### config.mk
export PLATFORM = sky130hd
export DESIGN_NAME = stg5wb
export DESIGN_NICKNAME = d
export VERILOG_FILES = /design/src/rtl/stg5wb.sv
export SDC_FILE = /design/constraint.sdc
export NUM_CORES = 1
export LEC_CHECK = 0
export CAP_MARGIN = 20
export CELL_PAD_IN_SITES_DETAIL_PLACEMENT = 1
export CELL_PAD_IN_SITES_GLOBAL_PLACEMENT = 1
export CORE_MARGIN = 1
export CORE_UTILIZATION = 60
export CTS_BUF_LIST = sky130_fd_sc_hd__clkbuf_8
export DETAILED_ROUTE_END_ITERATION = 8
export DONT_BUFFER_PORTS = 1
export HOLD_SLACK_MARGIN = 0.12
export PLACE_DENSITY_LB_ADDON = 0.1
export REMOVE_ABC_BUFFERS = 1
export SETUP_SLACK_MARGIN = 0.5
export SYNTH_ARGS = -nofsm -noshare
export SYNTH_HDL_FRONTEND = slang
export SYNTH_SLANG_ARGS = --single-unit
### constraint.sdc
create_clock -name iw_clk -period 29.3 [get_ports iw_clk]
set_clock_uncertainty 0.05 [all_clocks]
set_input_delay 2.93 -clock iw_clk [delete_from_list [all_inputs] [get_ports iw_clk]]
set_output_delay 2.93 -clock iw_clk [all_outputs]
set_load 0.02 [all_outputs]
### src/rtl/stg5wb.sv
// Writeback stage: commits the stage-4 result into the GP and SR register
// files, serves decode-stage register reads with same-cycle write-through,
// and tracks the last retired pc, a retired-instruction count and a sticky
// halt flag.
module stg5wb #(
   parameter int               DATA_W  = 24,
   parameter int               ADDR_W  = 24,
   parameter int               OPC_W   = 8,
   parameter int               GP_AW   = 4,
   parameter int               SR_AW   = 2,
   parameter int               CNT_W   = 32,
   parameter logic [OPC_W-1:0] OPC_NOP = 8'h00,
   parameter logic [OPC_W-1:0] OPC_HLT = 8'hFF
) (
   input  logic              iw_clk,
   input  logic              iw_rst,
   input  logic [ADDR_W-1:0] iw_pc,
   input  logic [OPC_W-1:0]  iw_opc,
   input  logic [GP_AW:0]    iw_tgt_gp,
   input  logic [SR_AW:0]    iw_tgt_sr,
   input  logic [DATA_W-1:0] iw_result,
   input  logic [GP_AW-1:0]  iw_rd_a,
   output logic [DATA_W-1:0] ow_rd_a,
   input  logic [GP_AW-1:0]  iw_rd_b,
   output logic [DATA_W-1:0] ow_rd_b,
   input  logic [SR_AW-1:0]  iw_rd_sr,
   output logic [DATA_W-1:0] ow_rd_sr,
   output logic [ADDR_W-1:0] ow_ret_pc,
   output logic [CNT_W-1:0]  ow_ret_cnt,
   output logic              ow_halted
);

   localparam int GP_N = 2**GP_AW;
   localparam int SR_N = 2**SR_AW;

   logic [DATA_W-1:0] r_gp [GP_N];
   logic [DATA_W-1:0] r_sr [SR_N];
   logic [ADDR_W-1:0] r_ret_pc;
   logic [CNT_W-1:0]  r_ret_cnt;
   logic              r_halted;

   logic              w_live;
   logic [GP_AW-1:0]  w_gp_idx;
   logic [SR_AW-1:0]  w_sr_idx;
   logic              w_gp_we;
   logic              w_sr_we;

   // Decode whether the instruction in writeback commits anything this cycle.
   // GP index 0 is hard-wired to zero, so a write aimed there is simply dropped.
   always_comb begin
      w_live   = !r_halted && (iw_opc != OPC_NOP);
      w_gp_idx = iw_tgt_gp[GP_AW-1:0];
      w_sr_idx = iw_tgt_sr[SR_AW-1:0];
      w_gp_we  = w_live && iw_tgt_gp[GP_AW] && (w_gp_idx != {GP_AW{1'b0}});
      w_sr_we  = w_live && iw_tgt_sr[SR_AW];
   end

   // Read ports: a write pending this cycle to the same index is forwarded
   // so decode sees the value before it lands in the array.
   always_comb begin
      ow_rd_a  = (w_gp_we && (iw_rd_a == w_gp_idx)) ? iw_result : r_gp[iw_rd_a];
      ow_rd_b  = (w_gp_we && (iw_rd_b == w_gp_idx)) ? iw_result : r_gp[iw_rd_b];
      ow_rd_sr = (w_sr_we && (iw_rd_sr == w_sr_idx)) ? iw_result : r_sr[iw_rd_sr];
   end

   // Register-file commit, retire bookkeeping and sticky halt.
   always_ff @(posedge iw_clk or posedge iw_rst) begin
      if (iw_rst) begin
         for (int i = 0; i < GP_N; i++) begin
            r_gp[i] <= {DATA_W{1'b0}};
         end
         for (int j = 0; j < SR_N; j++) begin
            r_sr[j] <= {DATA_W{1'b0}};
         end
         r_ret_pc  <= {ADDR_W{1'b0}};
         r_ret_cnt <= {CNT_W{1'b0}};
         r_halted  <= 1'b0;
      end else begin
         if (w_gp_we) begin
            r_gp[w_gp_idx] <= iw_result;
         end
         if (w_sr_we) begin
            r_sr[w_sr_idx] <= iw_result;
         end
         if (w_live) begin
            r_ret_pc  <= iw_pc;
            r_ret_cnt <= r_ret_cnt + {{(CNT_W-1){1'b0}}, 1'b1};
            if (iw_opc == OPC_HLT) begin
               r_halted <= 1'b1;
            end
         end
      end
   end

   assign ow_ret_pc  = r_ret_pc;
   assign ow_ret_cnt = r_ret_cnt;
   assign ow_halted  = r_halted;

endmodule

# Yosys cells after proc, flatten, opt, wreduce, memory -nomap -nowiden
# Cells that the tools add are included.
# Widths: inputs -> output; s select.
word_totals:
  register_bits: 537
  wordCells: 71
classes:
  addsub: 1
  magnitude_cmp: 7
  eq_ne: 4
  n_mux: 18
  bitwise: 5
  n_reduce_logical: 13
op_table:
  columns: ["operator", "count"]
  rows:
  - ["$bwmux 384", 1]
  - ["$mux 24", 11]
  - ["$bmux 24 s4", 2]
  - ["$bwmux 96", 1]
  - ["$demux 24 s4", 1]
  - ["$bmux 24 s2", 1]
  - ["$demux 24 s2", 1]
  - ["$add 32x1->32 const B", 1]
  - ["$ge 5x5->1 const B", 3]
  - ["$not 4->5", 3]
  - ["$logic_and 1x1->1", 9]
  - ["$eq 4x4->1", 2]
  - ["$eq 8x8->1 const B", 1]
  - ["$reduce_bool 8->1", 1]
  - ["$ge 3x3->1 const B", 2]
  - ["$not 2->3", 2]
  - ["$lt 5x1->1 const B", 1]
  - ["$reduce_bool 4->1", 1]
  - ["$lt 3x1->1 const B", 1]
  - ["$eq 2x2->1", 1]
  - ["$reduce_and 2->1", 1]
  - ["$logic_not 1->1", 1]

# Logic depth before layout (Yosys ltp)
logic_depth:
  word_depth: 6
  depth_mapped: 8

# Least setup slack after synthesis
# OpenSTA, ideal clock, no wires.
synth_path:
  kind: "input port to output port"
  startpoint: "input port iw_rd_a[0]"
  endpoint: "output port ow_rd_a[10]"
  arrival_time_ns: 4.667
  required_ns: 26.320
  setup_slack_ns: 21.653
  path_stages: 8
  path_cell_list: "clkbuf_1 buf_6 buf_2 buf_2 mux4_2 a22oi_1 nand2_1 mux2_1"
synth_via:
  elab_chain_len: 5
  word_cells_on_any_way: 7
  classes_between: "eq/ne: 1; mux: 4; bitwise: 1; reduce/logical: 1"
synth_lines:
  columns: ["item", "line", "source"]
  rows:
  - ["start, declared", "22", "input logic [GP_AW-1:0] iw_rd_a,"]
  - ["$not 4->5 (implied by the code)", "61", "ow_rd_a = (w_gp_we && (iw_rd_a == w_gp_idx)) ? iw_result : r_gp[iw_rd_a];"]
  - ["$bmux 24 s4", "61", null]
  - ["$mux 24 (implied by the code) (2 in a row)", "61", null]
  - ["$mux 24 *", "61", null]
  - ["end, declared", "23", "output logic [DATA_W-1:0] ow_rd_a,"]
# Every way passes the cells marked *; elsewhere a longest branch is shown, timed or not. The select of a mux whose other input is x is not followed.

# Final worst setup path
layout_path:
  startpoint: "input port iw_opc[0]"
  endpoint: "output port ow_rd_b[19]"
layout_via:
  elab_chain_len: 6
layout_lines:
  columns: ["item", "line", "source"]
  rows:
  - ["start, declared", "18", "input logic [OPC_W-1:0] iw_opc,"]
  - ["$reduce_bool 8->1", "51", "w_live = !r_halted && (iw_opc != OPC_NOP);"]
  - ["$logic_and 1x1->1", "51", null]
  - ["$logic_and 1x1->1 (2 in a row)", "54", "w_gp_we = w_live && iw_tgt_gp[GP_AW] && (w_gp_idx != {GP_AW{1'b0}});"]
  - ["$logic_and 1x1->1", "62", "ow_rd_b = (w_gp_we && (iw_rd_b == w_gp_idx)) ? iw_result : r_gp[iw_rd_b];"]
  - ["$mux 24", "62", null]
  - ["end, declared", "25", "output logic [DATA_W-1:0] ow_rd_b,"]
# No other way between the ends.

==> reports/summary.txt <==
clock power share - 0.321
DR iter-0 viols - 1254
first-pass GRT wire length - 113 mm
pre-CTS WS - 20.43 ns
initial antenna violation count - 2
crit path time final - 8.22 ns
Design Area, Final - 29500 µm²
most frequent cells in the layout - dfrtp_1 (537), mux2_2 (460), mux4_2 (216), clkbuf_8 (118), a22oi_1 (96)
Post-Syn Area - 27500 µm²
internal power - 1540 µW
register area share after synthesis - 0.489
Gates resized, CTS repair - 0
WP data required - 26.32 ns
GR Util met2 - 0.510
Top FF cell, synth - dfrtp_1
initial core utilization - 0.606
core footprint - 45300 µm²
Die H - 216 µm
fin crit share - 0.281
relative slew slack - 0.208
max-cap viol count - 0
Max H-tree Level - 3
critical path's largest stage delay - 0.81 ns
Syn-to-layout area delta - 7.47%
Slew Viols, Final - 0
number of iterations in the first detailed-routing pass - 5
CP endpoint kind - output pin
pwr dens - 72.9 nW/µm²
Ports - 205
CP startpoint kind - primary input
Total Wirelength - 72.7 mm
top-area cell type share of the netlist area - 0.489
Finish-stage setup viols - 0
clock tree root buffer cell - clkbuf_8
met1 global-route usage - 0.445
status - finished, final reports clean
Placer Congestion - 0.778
vias in the first global route - 18400
FP Rows - 78
Fin. Hold Viols - 0
remaining global-route overflow - 0
Setup TNS - 0 ns
DR WL/cell - 30.6 µm
crit path max fanout - 24
VDD IR max - 0.0502 mV
top post-synthesis cells by area - dfrtp_1 (49%), mux2_2 (19%), mux4_2 (18%)
Comb pwr share - 0.203
Worst Tran Pin Value - 1.19 ns
placed cells - 2222
WP data arrival - 5.24 ns
RSZ-0062 raised after global routing - false
met3 Track Usage GR - 0.0703
sw frac - 0.283
Max Fclk - 0.122 GHz
synthesized area per cell - 15.3 µm²
proportion of layout cells with a drive suffix above 1 - 0.489
Pleak - 0.0123 µW
Seq cells post-synth - 537
die width - 216 µm
dominant cell type by area after synthesis - dfrtp_1
clock sink count - 537
number of flops mapped to enable cells by yosys - 0
drc violations - 0
commonest non-fill, non-tap cell in the layout - dfrtp_1
CTS tree - yes
Most Crowded Layer GR - met2
slowest CP cell - nand2_2
Vias - 16300
Sw Pwr - 609 µW
DRT antenna net count - 0
Clk Latency, worst-skew pair - 0.65 ns
worst path cell trace - nor4_4 -> a21o_1 -> a211oi_2 -> nand2_2 -> mux2_1
cell family with most CP delay - simple AND/OR/NAND/NOR gates
Buf+Inv Stages, Crit Path - 0
Seq pwr share - 0.476
Num CTS Buffers - 89
Synth cell types - 40
critical path class - in2out
die area - 46600 µm²
YS warnings - 0
post-CTS setup buffers - 0
largest net degree at the start of global routing - 179
Placed Area - 27600 µm²
final-stage net count - 1792
setup ws final - 21.08 ns
Overall Global Routing Usage - 0.324
hold_ws - 0.344 ns
Synth async-reset ratio - 1.00
Finished Layout Cells - 2380
min-delay worst type - reg2reg
Port Buf Inserts - 0
Post-Synthesis Cells - 1799
DP HPWL - 40.4 mm
hold_buf cts - 0
Clock Pin Slew Worst Setup and Hold Paths - 0.06 ns
clock buffer depth - 3
drt via density - 6.86
[area by class of cell]
| cell class | count | area, µm² |
|---|---|---|
| clock buffers | 118 | 1620 |
| inverters | 2 | 15.0 |
| fillers | 3959 | 15800 |
| well taps | 600 | 751 |
| diodes | 2 | 5.00 |
| clock inverters | 36 | 235 |
| repair buffers | 25 | 265 |
| flip-flops and latches | 537 | 13400 |
| multi-input cells | 1060 | 13200 |
[Yosys cell counts (2+ instances only)]
master,count
buf_6,6
nor4_4,2
nor2b_1,5
nand2_1,64
buf_1,17
nor2_1,8
mux4_2,216
nand2b_1,4
nand3_2,2
nor3_1,3
dfrtp_1,537
nor4_1,3
xor2_1,15
xnor2_1,26
nor2_2,7
and4_1,5
mux2_2,460
buf_2,58
nand4_1,15
nand3_1,9
nor3_4,2
and3_1,5
nor3b_2,2
mux2_1,93
clkbuf_1,104
nand2_2,3
buf_4,15
a22oi_1,96
inv_1,2
and2_1,5
[worst register-to-register path: stages, from the launching register on]
cell and delay (ns):
dfrtp_1 0.55, a211oi_4 0.42, and3b_1 0.38, nand2b_2 0.70, mux2_1 0.62
[path summary, 6_finish.rpt]
| check | cells past startpoint | start | slack, ns | end |
|---|---|---|---|---|
| setup / recovery | 5 | iw_opc[0] | 21.08 | ow_rd_b[19] |
| setup reg to reg | 4 | ow_halted | 26.45 | r_gp[256] |
| hold reg to reg | 0 | r_gp[362] | 0.34 | r_gp[362] |
| min in group asynchronous | 1 | iw_rst | 2.16 | ow_ret_pc[12] |
| hold / removal | 0 | r_gp[362] | 0.34 | r_gp[362] |
| max in group asynchronous | 3 | iw_rst | 24.83 | r_gp[362] |
[through the flow]
step,total power (µW),utilization
after global routing,2240,0.651
after floorplan,1360,-
final,2150,0.652
after CTS,2160,0.650
after detailed placement,1460,0.609
after global placement,1420,0.609
[flip-flops by register name (all words and copies together) (netlist names)]
name / cells
r_gp: 384
r_sr: 96
ow_ret_pc: 24
ow_ret_cnt: 32
ow_halted: 1
[power groups by stage]
| stage | sequential (µW) | clock [µW] | combinational, µW |
|---|---|---|---|
| finish | 1020 | 690 | 436 |
| global placement | 1010 | 0 | 414 |
| detailed placement | 1030 | 0 | 433 |
| CTS | 1020 | 703 | 436 |
| global route | 1040 | 735 | 465 |
| floorplan | 991 | 0 | 367 |
[cells by family (layout without fill, tap and decap cells)]
family / Yosys count / count (layout) / synth area share
fa+ha+maj: 1 / 1 / 0.000456
compound gates: 102 / 102 / 0.0292
buf+inv: 202 / 181 / 0.0340
flops: 537 / 537 / 0.489
xor+xnor: 41 / 41 / 0.0131
mux: 769 / 769 / 0.404
other cells: 0 / 2 / 0
simple gates: 147 / 147 / 0.0298
[per-layer routing]
layer | vias up | wire, µm | part of all wire
met5 | - | 0 | 0
met4 | 0 | 2380 | 0.033
met3 | 141 | 4850 | 0.067
met2 | 594 | 35200 | 0.48
met1 | 8940 | 30300 | 0.42
li1 | 6654 | - | -
Note: power is estimated with default switching activity, not from simulation.
